## config.mk

```make
export PLATFORM = sky130hd
export DESIGN_NAME = rtc_bus_arbiter_flat
export DESIGN_NICKNAME = d
export VERILOG_FILES = /design/src/rtl/rtc_bus_arbiter_pkg.sv /design/src/rtl/rtc_bus_arbiter_if.sv /design/src/rtl/rtc_bus_arbiter_rr_arbiter.sv /design/src/rtl/rtc_bus_arbiter.sv /design/src/flat_wrapper.sv
export SDC_FILE = /design/constraint.sdc
export NUM_CORES = 1
export LEC_CHECK = 0
export CAP_MARGIN = 20
export CORE_ASPECT_RATIO = 0.6
export CORE_MARGIN = 2
export CORE_UTILIZATION = 45
export DETAILED_ROUTE_END_ITERATION = 6
export PLACE_DENSITY = 0.83
export SLEW_MARGIN = 25
export SYNTH_ARGS = -nofsm -noshare
export SYNTH_HDL_FRONTEND = slang
export SYNTH_SLANG_ARGS = --single-unit
export TNS_END_PERCENT = 30
```

## constraint.sdc

```tcl
create_clock -name clk -period 4.25 [get_ports clk]
set_clock_uncertainty 0.15 [all_clocks]
set_input_delay 0.425 -clock clk [delete_from_list [all_inputs] [get_ports clk]]
set_output_delay 0.425 -clock clk [all_outputs]
set_load 0.005 [all_outputs]
```

## src/rtl/rtc_bus_arbiter_pkg.sv

```systemverilog
// Shared types and constants for the RTC parallel-bus arbiter.
// Holds the FSM encoding, the bus idle levels and the pointer width helper.
package rtc_bus_pkg;

  typedef enum logic [1:0] {
    ST_IDLE  = 2'd0,
    ST_GRANT = 2'd1,
    ST_TURN  = 2'd2
  } state_t;

  localparam logic CS_N_IDLE  = 1'b1;
  localparam logic RD_N_IDLE  = 1'b1;
  localparam logic WR_N_IDLE  = 1'b1;
  localparam logic AD_IDLE    = 1'b0;
  localparam logic AD_OE_IDLE = 1'b0;

  // Index width for an N-entry one-hot vector; never narrower than one bit.
  function automatic int ptr_width(input int n);
    return (n <= 2) ? 1 : $clog2(n);
  endfunction

endpackage

```

## src/rtl/rtc_bus_arbiter_if.sv

```systemverilog
// Bundle of per-channel sequencer signals and the shared RTC bus pins.
// The arbiter takes the slave view; the sequencers/bench take the master view.
interface rtc_bus_arbiter_if #(
  parameter int N_CH   = 2,
  parameter int DATA_W = 8
);
  import rtc_bus_pkg::*;

  // Handshake: a channel raises req[k] and holds it for the whole transaction.
  // It may drive strobes/AD only while gnt[k] is high; dropping req ends the
  // transaction and gnt[k] falls on the next edge.
  logic [N_CH-1:0]        req;
  logic [N_CH-1:0]        cs_n_in;
  logic [N_CH-1:0]        rd_n_in;
  logic [N_CH-1:0]        wr_n_in;
  logic [N_CH*DATA_W-1:0] ad_in;
  logic [N_CH-1:0]        ad_oe_in;

  logic [N_CH-1:0]        gnt;
  logic                   cs_n_out;
  logic                   rd_n_out;
  logic                   wr_n_out;
  logic [DATA_W-1:0]      ad_out;
  logic                   ad_oe_out;
  logic                   busy;
  logic                   viol;
  state_t                 dbg_state;

  modport slave (
    input  req, cs_n_in, rd_n_in, wr_n_in, ad_in, ad_oe_in,
    output gnt, cs_n_out, rd_n_out, wr_n_out, ad_out, ad_oe_out, busy, viol,
    output dbg_state
  );

  modport master (
    output req, cs_n_in, rd_n_in, wr_n_in, ad_in, ad_oe_in,
    input  gnt, cs_n_out, rd_n_out, wr_n_out, ad_out, ad_oe_out, busy, viol,
    input  dbg_state
  );

endinterface

```

## src/rtl/rtc_bus_arbiter_rr_arbiter.sv

```systemverilog
// Combinational round-robin pick: first set request at or above the pointer,
// wrapping modulo N_CH.
module rr_arbiter #(
  parameter int N_CH  = 2,
  parameter int PTR_W = 1
) (
  input  logic [N_CH-1:0]  req_i,
  input  logic [PTR_W-1:0] ptr_i,
  output logic [N_CH-1:0]  win_o,
  output logic             valid_o
);

  logic [PTR_W-1:0] idx;

  always_comb begin
    win_o   = '0;
    valid_o = 1'b0;
    idx     = '0;
    for (int i = 0; i < N_CH; i++) begin
      idx = PTR_W'((int'(ptr_i) + i) % N_CH);
      if (!valid_o && req_i[idx]) begin
        win_o[idx] = 1'b1;
        valid_o    = 1'b1;
      end
    end
  end

endmodule

```

## src/rtl/rtc_bus_arbiter.sv

```systemverilog
// Round-robin owner arbitration for the RTC CS/RD/WR/AD bus with registered
// pins, forced idle turnaround between owners and a sticky violation flag.
module rtc_bus_arbiter
  import rtc_bus_pkg::*;
#(
  parameter int N_CH   = 2,
  parameter int DATA_W = 8,
  parameter int TURN   = 2
) (
  input  logic              clk,
  input  logic              reset_n,
  rtc_bus_arbiter_if.slave  bus
);

  localparam int         PTR_W     = ptr_width(N_CH);
  localparam logic [3:0] TURN_LOAD = (TURN > 0) ? 4'(TURN - 1) : 4'd0;

  state_t            state_q, state_d;
  logic [3:0]        cnt_q, cnt_d;
  logic [PTR_W-1:0]  ptr_q, ptr_d;
  logic [N_CH-1:0]   gnt_q, gnt_d;
  logic              cs_n_q, cs_n_d, rd_n_q, rd_n_d, wr_n_q, wr_n_d;
  logic [DATA_W-1:0] ad_q, ad_d;
  logic              ad_oe_q, ad_oe_d;
  logic              viol_q, viol_d;

  logic [N_CH-1:0]   win_oh;
  logic              win_valid;
  logic [PTR_W-1:0]  win_idx;
  logic              owner_req;
  logic              cs_sel, rd_sel, wr_sel, oe_sel;
  logic [DATA_W-1:0] ad_sel;
  logic              stray, both_low;

  rr_arbiter #(.N_CH(N_CH), .PTR_W(PTR_W)) u_rr (
    .req_i   (bus.req),
    .ptr_i   (ptr_q),
    .win_o   (win_oh),
    .valid_o (win_valid)
  );

  always_comb begin
    win_idx = '0;
    for (int k = 0; k < N_CH; k++) begin
      if (win_oh[k]) win_idx = PTR_W'(k);
    end
  end

  assign owner_req = |(bus.req & gnt_q);

  always_ff @(posedge clk or negedge reset_n) begin
    if (!reset_n) begin
      state_q <= ST_IDLE;
      cnt_q   <= '0;
      ptr_q   <= '0;
      gnt_q   <= '0;
      cs_n_q  <= CS_N_IDLE;
      rd_n_q  <= RD_N_IDLE;
      wr_n_q  <= WR_N_IDLE;
      ad_q    <= {DATA_W{AD_IDLE}};
      ad_oe_q <= AD_OE_IDLE;
      viol_q  <= 1'b0;
    end else begin
      state_q <= state_d;
      cnt_q   <= cnt_d;
      ptr_q   <= ptr_d;
      gnt_q   <= gnt_d;
      cs_n_q  <= cs_n_d;
      rd_n_q  <= rd_n_d;
      wr_n_q  <= wr_n_d;
      ad_q    <= ad_d;
      ad_oe_q <= ad_oe_d;
      viol_q  <= viol_d;
    end
  end

  always_comb begin : next_state
    state_d = state_q;
    cnt_d   = cnt_q;
    ptr_d   = ptr_q;
    gnt_d   = gnt_q;
    case (state_q)
      ST_IDLE: begin
        if (win_valid) begin
          state_d = ST_GRANT;
          gnt_d   = win_oh;
          ptr_d   = PTR_W'((int'(win_idx) + 1) % N_CH);
        end
      end
      ST_GRANT: begin
        if (!owner_req) begin
          gnt_d   = '0;
          state_d = (TURN == 0) ? ST_IDLE : ST_TURN;
          cnt_d   = TURN_LOAD;
        end
      end
      ST_TURN: begin
        if (cnt_q == 4'd0) state_d = ST_IDLE;
        else               cnt_d   = cnt_q - 4'd1;
      end
      default: state_d = ST_IDLE;
    endcase
  end

  always_comb begin : outputs
    cs_sel = CS_N_IDLE;
    rd_sel = RD_N_IDLE;
    wr_sel = WR_N_IDLE;
    ad_sel = {DATA_W{AD_IDLE}};
    oe_sel = AD_OE_IDLE;
    for (int k = 0; k < N_CH; k++) begin
      if (gnt_q[k]) begin
        cs_sel = bus.cs_n_in[k];
        rd_sel = bus.rd_n_in[k];
        wr_sel = bus.wr_n_in[k];
        ad_sel = bus.ad_in[k*DATA_W +: DATA_W];
        oe_sel = bus.ad_oe_in[k];
      end
    end

    cs_n_d  = CS_N_IDLE;
    rd_n_d  = RD_N_IDLE;
    wr_n_d  = WR_N_IDLE;
    ad_d    = {DATA_W{AD_IDLE}};
    ad_oe_d = AD_OE_IDLE;
    // Only a continuing owner reaches the pins; a releasing owner is forced idle.
    if (state_q == ST_GRANT && owner_req) begin
      cs_n_d  = cs_sel;
      ad_d    = ad_sel;
      ad_oe_d = oe_sel;
      if (rd_sel || wr_sel) begin
        rd_n_d = rd_sel;
        wr_n_d = wr_sel;
      end
    end

    stray    = |(~gnt_q & (~bus.rd_n_in | ~bus.wr_n_in | bus.ad_oe_in));
    both_low = |(gnt_q & ~bus.rd_n_in & ~bus.wr_n_in);
    viol_d   = viol_q | stray | both_low;
  end

  assign bus.gnt       = gnt_q;
  assign bus.cs_n_out  = cs_n_q;
  assign bus.rd_n_out  = rd_n_q;
  assign bus.wr_n_out  = wr_n_q;
  assign bus.ad_out    = ad_q;
  assign bus.ad_oe_out = ad_oe_q;
  assign bus.busy      = (state_q != ST_IDLE);
  assign bus.viol      = viol_q;
  assign bus.dbg_state = state_q;

endmodule

```

## src/flat_wrapper.sv

```systemverilog
// flat-port wrapper written by rule: the top's interface ports become plain ports
module rtc_bus_arbiter_flat import rtc_bus_pkg::*;
#(
  parameter int N_CH   = 2,
  parameter int DATA_W = 8,
  parameter int TURN   = 2
)
  (clk, reset_n, bus_req, bus_cs_n_in, bus_rd_n_in, bus_wr_n_in, bus_ad_in, bus_ad_oe_in, bus_gnt, bus_cs_n_out, bus_rd_n_out, bus_wr_n_out, bus_ad_out, bus_ad_oe_out, bus_busy, bus_viol, bus_dbg_state);
  rtc_bus_arbiter_if #(.N_CH(N_CH), .DATA_W(DATA_W)) bus_i ();
  input  logic clk;
  input  logic reset_n;
  input wire logic [$bits(bus_i.req)-1:0] bus_req;
  input wire logic [$bits(bus_i.cs_n_in)-1:0] bus_cs_n_in;
  input wire logic [$bits(bus_i.rd_n_in)-1:0] bus_rd_n_in;
  input wire logic [$bits(bus_i.wr_n_in)-1:0] bus_wr_n_in;
  input wire logic [$bits(bus_i.ad_in)-1:0] bus_ad_in;
  input wire logic [$bits(bus_i.ad_oe_in)-1:0] bus_ad_oe_in;
  output wire logic [$bits(bus_i.gnt)-1:0] bus_gnt;
  output wire logic [$bits(bus_i.cs_n_out)-1:0] bus_cs_n_out;
  output wire logic [$bits(bus_i.rd_n_out)-1:0] bus_rd_n_out;
  output wire logic [$bits(bus_i.wr_n_out)-1:0] bus_wr_n_out;
  output wire logic [$bits(bus_i.ad_out)-1:0] bus_ad_out;
  output wire logic [$bits(bus_i.ad_oe_out)-1:0] bus_ad_oe_out;
  output wire logic [$bits(bus_i.busy)-1:0] bus_busy;
  output wire logic [$bits(bus_i.viol)-1:0] bus_viol;
  output wire logic [$bits(bus_i.dbg_state)-1:0] bus_dbg_state;
  assign bus_i.req = bus_req;
  assign bus_i.cs_n_in = bus_cs_n_in;
  assign bus_i.rd_n_in = bus_rd_n_in;
  assign bus_i.wr_n_in = bus_wr_n_in;
  assign bus_i.ad_in = bus_ad_in;
  assign bus_i.ad_oe_in = bus_ad_oe_in;
  assign bus_gnt = bus_i.gnt;
  assign bus_cs_n_out = bus_i.cs_n_out;
  assign bus_rd_n_out = bus_i.rd_n_out;
  assign bus_wr_n_out = bus_i.wr_n_out;
  assign bus_ad_out = bus_i.ad_out;
  assign bus_ad_oe_out = bus_i.ad_oe_out;
  assign bus_busy = bus_i.busy;
  assign bus_viol = bus_i.viol;
  assign bus_dbg_state = bus_i.dbg_state;
  rtc_bus_arbiter #(.N_CH(N_CH), .DATA_W(DATA_W), .TURN(TURN)) u_core (.clk(clk), .reset_n(reset_n), .bus(bus_i));
endmodule
```

==> summary.txt, run 1 <==
Placement
  – RePlAce Congestion: 0.894
  – Final HPWL from detailed placement: 2090 um
  – IO buf count: 45

STA
  – Total Neg Setup Slack: 0 ps
  – Setup repair after global routing missed its margin: false
  – Slew margin rel.: 0.557
  – Final min period: 2200 ps
  – Number of pins exceeding their max-slew limit in the final report: 0
  – Hold violation count in the final report: 0
  – Final Setup Violations: 0
  – Final hold slack: 355 ps
  – Final critical-path share of the clock period: 0.518
  – Max Freq: 454 MHz
  – Worst Tran Pin Value: 663 ps

Clock network
  – Source-to-sink clock delay at the later pin of the worst-skew pair: 260 ps
  – Count of clock tree sinks: 22
  – Clk slew on worst S/H paths: 80 ps
  – Post-cts gate resize count: 0
  – Clock buffers created by TritonCTS: 3
  – CTS tree: yes
  – Buffer count from post-CTS setup fixing: 0
  – Number of levels in the clock H-tree: 1
  – Deepest clock path buffer count: 2
  – CTS Root Cell: sky130_fd_sc_hd__clkbuf_8

Critical path
  – Max FO, Critical Path: 5
  – Length in cells of the worst reg-to-reg path: 6
  – Endpoint type of the worst setup path: output port
  – Setup slack of the worst register-to-register path: 2350 ps
  – Cell seen most often among critical-path stages: sky130_fd_sc_hd__inv_1
  – CP Cell Sequence: inv_1 -> ha_1 -> inv_1 -> clkdlybuf4s50_1
  – Category of the worst setup path launch point: flip-flop
  – Startpoint-to-endpoint class of the critical path: reg2out
  – Critical path's largest stage delay: 500 ps
  – Reg2reg end: u_core.bus.dbg_state[0]
  – Signal arrival time at the worst endpoint: 1630 ps
  – R2r startpoint: u_core.bus.dbg_state[1]
  – Family with the most delay on the worst path: buffers and inverters
  – Library cell contributing the largest single delay on the critical path: sky130_fd_sc_hd__clkdlybuf4s50_1
  – Cell count along the critical path: 4
  – Number of buffers and inverters on the critical path: 3
  – Data required time at the worst endpoint: 3670 ps

Floorplan
  – Overall die area: 0.00291 sq mm
  – Core Box Area: 0.00226 sq mm
  – Boundary pin count: 46
  – Die Wd: 68.3 um
  – Initial cell density of the core: 0.494
  – Vert. Die Dim: 42.6 um
  – Standard-cell row count: 13

Synthesis
  – Count of flip-flops with a built-in enable after synthesis: 0
  – Share of synthesized area occupied by flip-flops and latches: 0.497
  – Unique masters post-synth: 33
  – Synthesis warning total: 0
  – Post-synthesis average cell area: 10.8 sq um
  – Total nets after synthesis: 138
  – Flip-flop and latch count after synthesis: 22
  – Top flip-flop cell by instance count after synthesis: sky130_fd_sc_hd__dfrtp_1
  – Netlist area before placement: 0.00112 sq mm
  – Share of flip-flops with an asynchronous set or reset: 1.00
  – Number of standard cells after synthesis: 103

Pwr
  – Power Density: 501 mW/mm^2
  – Peak ir drop on the vdd network: 343 uV
  – Sw Ratio: 0.351
  – Cell internal pwr: 538 uW
  – Total power of the final layout: 828 uW
  – Sequential share of power: 0.359
  – Combinational power share: 0.459
  – Leakage dissipation: 0.711 nW
  – P_sw: 290 uW
  – Power share of the clock group: 0.182

Status
  – Run status: finished clean

Worst hold path
  – Number of cells on the worst hold path: 2
  – Tightest Hold Check Type: reg2reg
  – Worst hold endpoint: u_core.bus.viol
  – Startpoint of the most critical hold path: u_core.bus.viol

Detailed routing
  – DR pass1 iterations: 4
  – Routed vias: 944
  – Avg Vias per Cell: 5.24
  – Routed wire per std cell: 15.1 um
  – Post-detailed-route DRC marker count: 0
  – Total Routed Length: 2720 um
  – Drt first-iter violations: 102
  – Remaining antenna violation count: 0

GRT
  – Via count of the first global-routing pass: 892
  – Gr usage total: 0.199
  – First-pass GRT wire length: 4180 um
  – Met2 layer usage reported by global route: 0.334
  – Residual overflow from global routing: 0
  – M1 GR Usage: 0.247
  – Antenna violations before repair: 0
  – Largest net degree at the start of global routing: 23
  – GRT busiest layer: met2
  – Met3 capacity usage during global routing: 0.0645

Flow run
  – Number of maximum-capacitance violations: 0

Final layout
  – Proportion of layout cells with a drive suffix above 1: 0.113
  – Antenna Cells: 0
  – Layout Area Growth over Synthesis: 48.0%
  – Net total in the final layout: 186
  – Fill cell instance count of the final layout: 149
## tightest hold or removal path: stages, from the launching register on
cell	delay [ps]
sky130_fd_sc_hd__dfrtp_1	360
sky130_fd_sc_hd__a21oi_1	50
sky130_fd_sc_hd__nand2_1	60
## registers in the layout (all words and copies together), names as in the netlist
signal and count:
u_core.ptr_q 1, u_core.bus.rd_n_out 1, u_core.bus.gnt 2, u_core.bus.dbg_state 2, u_core.bus.viol 1, u_core.bus.ad_out 8
u_core.bus.cs_n_out 1, u_core.bus.wr_n_out 1, u_core.bus.ad_oe_out 1, u_core.cnt_q 4
## kinds of logic (layout without fill, tap and decap cells)
family | Yosys count | in the layout | synth area share
compound gates | 26 | 26 | 0.180
fa+ha+maj | 7 | 7 | 0.0785
buf+inv | 9 | 56 | 0.0314
flops | 22 | 22 | 0.497
mux | 4 | 4 | 0.0426
simple gates | 35 | 35 | 0.170
## routing by layer
metal | vias up | routed length, um
met5 | - | 0
met4 | 0 | 32
met3 | 4 | 167
met2 | 35 | 1370
met1 | 442 | 1160
li1 | 463 | -
## cells in the final DEF (no fill, tap or decap), drive strengths merged, types with 2 or more instances in the layout
master         count
a21oi              2
a22o               2
a22oi              9
a32o               3
clkbuf             4
clkdlybuf4s50     44
dfrtp             19
dfstp              3
ha                 7
inv                6
mux2               3
nand2              8
nand2b             3
nand3              3
nor2              13
o21ai              3
o22ai              3
or3                2
## synthesized netlist by cell type, types with 2 or more instances
cell	n	share of area
sky130_fd_sc_hd__dfstp_2	3	0.071
sky130_fd_sc_hd__o22ai_1	3	0.017
sky130_fd_sc_hd__a32o_1	3	0.027
sky130_fd_sc_hd__a21oi_1	2	0.0090
sky130_fd_sc_hd__clkbuf_1	2	0.0067
sky130_fd_sc_hd__o21ai_0	3	0.013
sky130_fd_sc_hd__nand3_1	2	0.0090
sky130_fd_sc_hd__ha_1	7	0.078
sky130_fd_sc_hd__mux2_2	2	0.020
sky130_fd_sc_hd__nor2_1	13	0.044
sky130_fd_sc_hd__nand2b_1	3	0.017
sky130_fd_sc_hd__nand2_1	7	0.024
sky130_fd_sc_hd__or3_1	2	0.011
sky130_fd_sc_hd__dfrtp_1	19	0.43
sky130_fd_sc_hd__inv_1	6	0.020
sky130_fd_sc_hd__a22oi_1	9	0.061
## layout make-up
cell class	instances	area (sq um)	area share
flip-flops and latches	22	554	0.336
multi-input cells	72	527	0.319
repair buffers	46	455	0.276
clock buffers	4	55.1	0.0333
well taps	30	37.5	0.0227
inverters	6	22.5	0.0136
## worst max-delay path by stage
stage                                        from                       to  slack [ps]
after global routing      u_core.bus.dbg_state[0]                 bus_busy        1970
after global placement                 bus_req[0]          u_core.cnt_q[0]        2090
after CTS                 u_core.bus.dbg_state[0]                 bus_busy        2050
after floorplan           u_core.bus.dbg_state[0]  u_core.bus.dbg_state[0]        2450
after detailed placement               bus_req[0]          u_core.cnt_q[0]        2040
final                     u_core.bus.dbg_state[0]                 bus_busy        2050
## timing repair
item,in CTS,in global routing
hold buffers,0,1
endpoints found under the setup margin,0,0
endpoints found under the hold margin,0,19
## through the flow
stage,setup WS (ps),utilization,cell area [sq um],std cells
3_3_place_gp,2090,0.704,1590,175
3_5_place_dp,2040,0.704,1590,175
4_1_cts,2050,0.728,1650,179
6_report,2050,0.730,1650,180
5_1_grt,1970,0.730,1650,180
2_1_floorplan,2450,-,1120,103
## power by group through the flow
stage / sequential, mW / combinational (mW) / clock (mW)
finish: 0.297 / 0.380 / 0.150
global route: 0.304 / 0.416 / 0.162
CTS: 0.297 / 0.381 / 0.151
detailed placement: 0.300 / 0.378 / 0
global placement: 0.297 / 0.365 / 0
floorplan: 0.286 / 0.256 / 0
No activity file was read; power rests on OpenSTA's default activity.
==> run 2, diff against run 1 <==
--- a/config.mk
+++ b/config.mk
@@ -8,9 +8,9 @@
 export CAP_MARGIN = 20
 export CORE_ASPECT_RATIO = 0.6
 export CORE_MARGIN = 2
-export CORE_UTILIZATION = 45
+export CORE_UTILIZATION = 38
 export DETAILED_ROUTE_END_ITERATION = 6
-export PLACE_DENSITY = 0.83
+export PLACE_DENSITY = 0.75
 export SLEW_MARGIN = 25
 export SYNTH_ARGS = -nofsm -noshare
 export SYNTH_HDL_FRONTEND = slang
==> constraint.sdc (replaced) <==
create_clock -name clk -period 1.9 [get_ports clk]
set_clock_uncertainty 0.15 [all_clocks]
set_input_delay 0.19 -clock clk [delete_from_list [all_inputs] [get_ports clk]]
set_output_delay 0.19 -clock clk [all_outputs]
set_load 0.005 [all_outputs]
==> run 2 against run 1 <==
Total power increased by 140%. Utilization is 12 points lower. Sequential share of layout area fell by 1.6 points. Setup slack worse by 2000 ps. Hold slack worse by 240 ps. Critical path depth grew 2. Via count rose by 5.3%. Cell area up 4.8%. Clock-buffer cell count stayed put. Sequential power up 110%. Clock power increased by 120%. First-iteration DRC count fell by 42%. Critical endpoint is now u_core.bus.dbg_state[1]. Largest power group unchanged.
==> summary.txt, run 2 (synthesis results as in run 1) <==
GRT
  – First-pass GRT wire length: 4400 um (was 4180 um)
  – Via count of the first global-routing pass: 969 (was 892)
  – Gr usage total: 0.181 (was 0.199)
  – Residual overflow from global routing: 0 (unchanged)
  – Largest net degree at the start of global routing: 23 (unchanged)
  – Antenna violations before repair: 0 (unchanged)

Final layout
  – Proportion of layout cells with a drive suffix above 1: 0.171 (was 0.113)
  – Most frequent standard cell in the layout excluding fill and tap cells: sky130_fd_sc_hd__clkdlybuf4s50_1 (unchanged)
  – Largest register FFs: 8 (unchanged)
  – Fill cell instance count of the final layout: 240 (was 149)
  – Commonest cells after routing, fill and taps aside: 45 x sky130_fd_sc_hd__clkdlybuf4s50_1, 19 x sky130_fd_sc_hd__dfrtp_1, 13 x sky130_fd_sc_hd__nor2_1 (was 44 x sky130_fd_sc_hd__clkdlybuf4s50_1, 19 x sky130_fd_sc_hd__dfrtp_1, 13 x sky130_fd_sc_hd__nor2_1)
  – Antenna Cells: 0 (unchanged)
  – Layout Area Growth over Synthesis: 55.2% (was 48.0%)
  – Net total in the final layout: 194 (was 186)

Floorplan
  – Vert. Die Dim: 46.0 um (was 42.6 um)
  – Standard-cell row count: 15 (was 13)
  – Core Box Area: 0.00283 sq mm (was 0.00226 sq mm)
  – Overall die area: 0.00340 sq mm (was 0.00291 sq mm)
  – Die Wd: 74.0 um (was 68.3 um)
  – Initial cell density of the core: 0.394 (was 0.494)
  – Boundary pin count: 46 (unchanged)

Clock network
  – Number of levels in the clock H-tree: 1 (unchanged)
  – Hold-fix buffers, CTS: 0 (unchanged)
  – Count of clock tree sinks: 22 (unchanged)
  – CTS tree: yes (unchanged)
  – CTS Root Cell: sky130_fd_sc_hd__clkbuf_8 (unchanged)
  – Source-to-sink clock delay at the later pin of the worst-skew pair: 260 ps (about the same)
  – Clk slew on worst S/H paths: 80 ps (about the same)
  – Deepest clock path buffer count: 2 (unchanged)
  – Clock buffers created by TritonCTS: 3 (unchanged)

Critical path
  – Number of buffers and inverters on the critical path: 2 (was 3)
  – Library cell contributing the largest single delay on the critical path: sky130_fd_sc_hd__dfrtp_1 (was sky130_fd_sc_hd__clkdlybuf4s50_1)
  – Max FO, Critical Path: 4 (was 5)
  – Data required time at the worst endpoint: 1910 ps (was 3670 ps)
  – Startpoint-to-endpoint class of the critical path: reg2reg (was reg2out)
  – Endpoint type of the worst setup path: flip-flop (was output port)
  – CP Cell Sequence: inv_1 -> ha_2 -> inv_2 -> or3_1 -> nand3_2 -> mux2_2 (was inv_1 -> ha_1 -> inv_1 -> clkdlybuf4s50_1)
  – Family with the most delay on the worst path: simple AND/OR/NAND/NOR gates (was buffers and inverters)
  – Category of the worst setup path launch point: flip-flop (unchanged)
  – Signal arrival time at the worst endpoint: 1830 ps (was 1630 ps)
  – Cell count along the critical path: 6 (was 4)
  – Critical path's largest stage delay: 390 ps (was 500 ps)
  – Length in cells of the worst reg-to-reg path: 6 (unchanged)

Pwr
  – Power Density: 1130 mW/mm^2 (was 501 mW/mm^2)
  – Peak ir drop on the vdd network: 615 uV (was 343 uV)
  – Leakage dissipation: 0.748 nW (was 0.711 nW)

Detailed routing
  – DR pass1 iterations: 4 (unchanged)
  – Avg Vias per Cell: 4.97 (was 5.24)
  – Routed vias: 994 (was 944)
  – Routed wire per std cell: 14.2 um (was 15.1 um)
  – Drt first-iter violations: 59 (was 102)
  – Total Routed Length: 2850 um (was 2720 um)
  – Post-detailed-route DRC marker count: 0 (unchanged)
  – Remaining antenna violation count: 0 (unchanged)

Placement
  – IO buf count: 45 (unchanged)
  – RePlAce Congestion: 0.832 (was 0.894)
  – Placement Setup Slack: 7.67 ps (was 2040 ps)
  – Final HPWL from detailed placement: 2250 um (was 2090 um)

STA
  – Hold violation count in the final report: 0 (unchanged)
  – Setup repair after global routing missed its margin: false (unchanged)
  – Final min period: 1820 ps
  – Number of pins exceeding their max-slew limit in the final report: 0 (unchanged)
  – Total Neg Setup Slack: 0 ps (unchanged)
  – Slew margin rel.: 0.811 (was 0.557)
  – Max Freq: 549 MHz
  – Final critical-path share of the clock period: 0.959
  – Crit path setup slack, layout: 78.4 ps (was 2050 ps)
  – Worst Tran Pin Value: 283 ps (was 663 ps)
  – Final Setup Violations: 0 (unchanged)

Status
  – Run status: finished clean (unchanged)

Flow run
  – Number of maximum-capacitance violations: 0 (unchanged)

Worst hold path
  – Tightest Hold Check Type: in2async (was reg2reg)
## run 2: cell types whose count changed in the layout (fill, tap and decap cells not counted), sizes merged
cell	before	now
clkdlybuf4s50	44	45
buf	1	9
dlygate4sd3	1	0
## run 2: layer usage
metal	share of wire	vias up	wire length [um]	GRT usage
met3	0.047	4	134	0.0553
li1	-	480	-	-
met2	0.49	28	1390	0.289
met4	0.0095	0	27	0.0764
met5	0	-	0	0
met1	0.45	482	1290	0.230
## run 2: what timing repair did
action	in CTS	in global routing
endpoints found under the setup margin	1	2
buffers inserted	1	0
cloned	0	0
gates resized for setup	0	2
## run 2: cell type report
type | instances | area, sq um | area share
flip-flops and latches | 22 | 554 | 0.320
clock buffers | 4 | 55.1 | 0.0318
well taps | 42 | 52.6 | 0.0303
inverters | 6 | 22.5 | 0.0130
repair buffers | 54 | 518 | 0.299
multi-input cells | 72 | 529 | 0.306
## run 2: final timing paths
path / from / to / slack, ps
min in group clk: u_core.bus.viol / u_core.bus.viol / 360
max: u_core.bus.dbg_state[1] / u_core.bus.dbg_state[1] / 80
max reg2reg: u_core.bus.dbg_state[1] / u_core.bus.dbg_state[1] / 80
max in group asynchronous: reset_n / u_core.bus.cs_n_out / 1210
min reg2reg: u_core.bus.viol / u_core.bus.viol / 360
min: reset_n / u_core.bus.ad_out[0] / 110
## run 2: through the flow
stage	power [mW]	util	instances	instance area [sq um]	hold WS, ps
global route	2.11	0.611	200	1730	134
CTS	1.97	0.610	200	1730	116
global placement	1.57	0.588	195	1670	311
detailed placement	1.60	0.588	195	1670	330
floorplan	1.21	-	103	1120	-256
finish	1.96	0.611	200	1730	115
## run 2: where the power goes
| part | switching (mW) | internal [mW] | total, mW | leakage [nW] |
|---|---|---|---|---|
| Sequential | 0.0709 | 0.557 | 0.628 | 0.279 |
| Combinational | 0.458 | 0.545 | 1.00 | 0.440 |
| Clock | 0.149 | 0.185 | 0.334 | 0.0288 |
==> run 3, diff against run 2 <==
--- a/config.mk
+++ b/config.mk
@@ -6,11 +6,13 @@
 export NUM_CORES = 1
 export LEC_CHECK = 0
 export CAP_MARGIN = 20
+export CELL_PAD_IN_SITES_DETAIL_PLACEMENT = 1
+export CELL_PAD_IN_SITES_GLOBAL_PLACEMENT = 1
 export CORE_ASPECT_RATIO = 0.6
 export CORE_MARGIN = 2
-export CORE_UTILIZATION = 38
+export CORE_UTILIZATION = 28
 export DETAILED_ROUTE_END_ITERATION = 6
-export PLACE_DENSITY = 0.75
+export PLACE_DENSITY_LB_ADDON = 0.1
 export SLEW_MARGIN = 25
 export SYNTH_ARGS = -nofsm -noshare
 export SYNTH_HDL_FRONTEND = slang
==> run 3 against run 2 <==
Register-to-register slack improved by 40 ps. Via count grew 0.10%. Utilization is 14 points lower. Critical endpoint is now u_core.bus.dbg_state[0]. Clock power up 32%. Cell area grew 1.4%. Critical path depth did not move. Critical path type unchanged. Sequential share of layout area is 0.43 points lower. Largest power group unchanged. Die area is 33% higher. Setup slack gained 41 ps. Clock-buffer cell count down 1. Total power up 4.7%. Sequential power rose by 4.0%.
==> summary.txt, run 3 (synthesis results as in run 1) <==
Flow run
  – Number of maximum-capacitance violations: 0 (unchanged)

Worst hold path
  – Tightest Hold Check Type: in2async (unchanged)

Clock network
  – Clock buffers created by TritonCTS: 3 (unchanged)
  – Number of levels in the clock H-tree: 1 (unchanged)
  – Hold-fix buffers, CTS: 0 (unchanged)
  – CTS Root Cell: sky130_fd_sc_hd__clkbuf_8 (unchanged)
  – Count of clock tree sinks: 22 (unchanged)
  – CTS tree: yes (unchanged)
  – Source-to-sink clock delay at the later pin of the worst-skew pair: 270 ps (was 260 ps)
  – Clk slew on worst S/H paths: 90 ps (was 80 ps)
  – Buffer count from post-CTS setup fixing: 0 (was 1)
  – Deepest clock path buffer count: 2 (unchanged)

STA
  – Final min period: 1780 ps (was 1820 ps)
  – Setup repair after global routing missed its margin: false (unchanged)
  – Max Freq: 562 MHz (was 549 MHz)
  – Final hold slack: 116 ps (was 115 ps)
  – Number of pins exceeding their max-slew limit in the final report: 0 (unchanged)
  – Worst Tran Pin Value: 678 ps (was 283 ps)
  – Hold violation count in the final report: 0 (unchanged)
  – Final Setup Violations: 0 (unchanged)
  – Final critical-path share of the clock period: 0.937 (was 0.959)
  – Crit path setup slack, layout: 120 ps (was 78.4 ps)
  – Total Neg Setup Slack: 0 ps (unchanged)
  – Slew margin rel.: 0.547 (was 0.811)

Detailed routing
  – Avg Vias per Cell: 4.85 (was 4.97)
  – Total Routed Length: 3070 um (was 2850 um)
  – Drt first-iter violations: 20 (was 59)
  – Post-detailed-route DRC marker count: 0 (unchanged)
  – Routed vias: 995 (was 994)
  – Remaining antenna violation count: 0 (unchanged)
  – Routed wire per std cell: 15.0 um (was 14.2 um)
  – DR pass1 iterations: 4 (unchanged)

Floorplan
  – Standard-cell row count: 17 (was 15)
  – Core Box Area: 0.00374 sq mm (was 0.00283 sq mm)
  – Initial cell density of the core: 0.298 (was 0.394)
  – Vert. Die Dim: 52.9 um (was 46.0 um)
  – Die Wd: 85.5 um (was 74.0 um)
  – Overall die area: 0.00452 sq mm (was 0.00340 sq mm)
  – Boundary pin count: 46 (unchanged)

Final layout
  – Net total in the final layout: 194 (unchanged)
  – Most frequent standard cell in the layout excluding fill and tap cells: sky130_fd_sc_hd__clkdlybuf4s50_1 (unchanged)
  – Commonest cells after routing, fill and taps aside: 44 x sky130_fd_sc_hd__clkdlybuf4s50_1, 19 x sky130_fd_sc_hd__dfrtp_1, 13 x sky130_fd_sc_hd__nor2_1 (was 45 x sky130_fd_sc_hd__clkdlybuf4s50_1, 19 x sky130_fd_sc_hd__dfrtp_1, 13 x sky130_fd_sc_hd__nor2_1)
  – Antenna Cells: 0 (unchanged)
  – Proportion of layout cells with a drive suffix above 1: 0.177 (was 0.171)
  – Final core occ: 0.469 (was 0.611)
  – Largest register FFs: 8 (unchanged)
  – Layout Area Growth over Synthesis: 57.3% (was 55.2%)

Critical path
  – Data required time at the worst endpoint: 1910 ps (about the same)
  – Startpoint-to-endpoint class of the critical path: reg2reg (unchanged)
  – Max FO, Critical Path: 4 (unchanged)
  – Signal arrival time at the worst endpoint: 1790 ps (was 1830 ps)
  – Endpoint type of the worst setup path: flip-flop (unchanged)
  – Launch point of the critical path: u_core.bus.dbg_state[1] (unchanged)
  – R2r startpoint: u_core.bus.dbg_state[1] (unchanged)
  – Category of the worst setup path launch point: flip-flop (unchanged)
  – Length in cells of the worst reg-to-reg path: 6 (unchanged)

Placement
  – Placement Setup Slack: 44.0 ps (was 7.67 ps)
  – IO buf count: 45 (unchanged)
  – Final HPWL from detailed placement: 2380 um (was 2250 um)
  – RePlAce Congestion: 0.773 (was 0.832)

GRT
  – Antenna violations before repair: 0 (unchanged)
  – Gr usage total: 0.145 (was 0.181)
  – First-pass GRT wire length: 4950 um (was 4400 um)
  – Largest net degree at the start of global routing: 23 (unchanged)
  – Residual overflow from global routing: 0 (unchanged)
  – Via count of the first global-routing pass: 1020 (was 969)

Status
  – Run status: finished clean (unchanged)

Pwr
  – Total power of the final layout: 2.06 mW (was 1.96 mW)
  – Power Density: 1170 mW/mm^2 (was 1130 mW/mm^2)
  – Leakage dissipation: 0.757 nW (was 0.748 nW)
  – Peak ir drop on the vdd network: 494 uV (was 615 uV)
==> run 3: area by class of cell <==
type	instances	area, sq um
repair buffers	54	517
clock buffers	3	41.3
well taps	47	58.8
clock inverters	1	30.0
fillers	415	1990
flip-flops and latches	22	554
inverters	6	22.5
multi-input cells	72	532
==> run 3: routing by layer <==
metal  track usage  vias up  share of wire
met3        0.0421        2          0.046
met4        0.0238        0         0.0023
met5             0        -              0
met1         0.190      493           0.48
li1              -      477              -
met2         0.246       23           0.47
==> run 3: critical path, stage by stage, from the launching register on <==
cell                      delay (ps)
sky130_fd_sc_hd__dfrtp_1         420
sky130_fd_sc_hd__inv_2           100
sky130_fd_sc_hd__ha_1            170
sky130_fd_sc_hd__inv_1            70
sky130_fd_sc_hd__or3_4           330
sky130_fd_sc_hd__nand3_2         100
sky130_fd_sc_hd__mux2_2          330
==> run 3: power breakdown <==
part	internal, mW	total (mW)	switching, mW
clock	0.282	0.442	0.160
combinational	0.516	0.962	0.447
sequential	0.556	0.653	0.0961
==> run 3: path summary, 6_finish.rpt <==
check | end | slack [ps]
max | u_core.bus.dbg_state[0] | 120
min | u_core.bus.dbg_state[0] | 120
max reg2reg | u_core.bus.dbg_state[0] | 120
min reg2reg | u_core.bus.viol | 340
max in group asynchronous | u_core.bus.rd_n_out | 1190
min in group clk | u_core.bus.viol | 340
==> run 3: repair_timing <==
item                                   in CTS  in global routing
setup endpoints to repair                   1                  2
pin swaps                                   0                  0
resized for setup                           2                  2
endpoints found under the hold margin       0                  0
==> run 3: per-stage QoR <==
step,cell area (sq um),std cells
finish,1760,205
global route,1760,205
CTS,1750,205
detailed placement,1680,201
global placement,1680,201
floorplan,1120,103
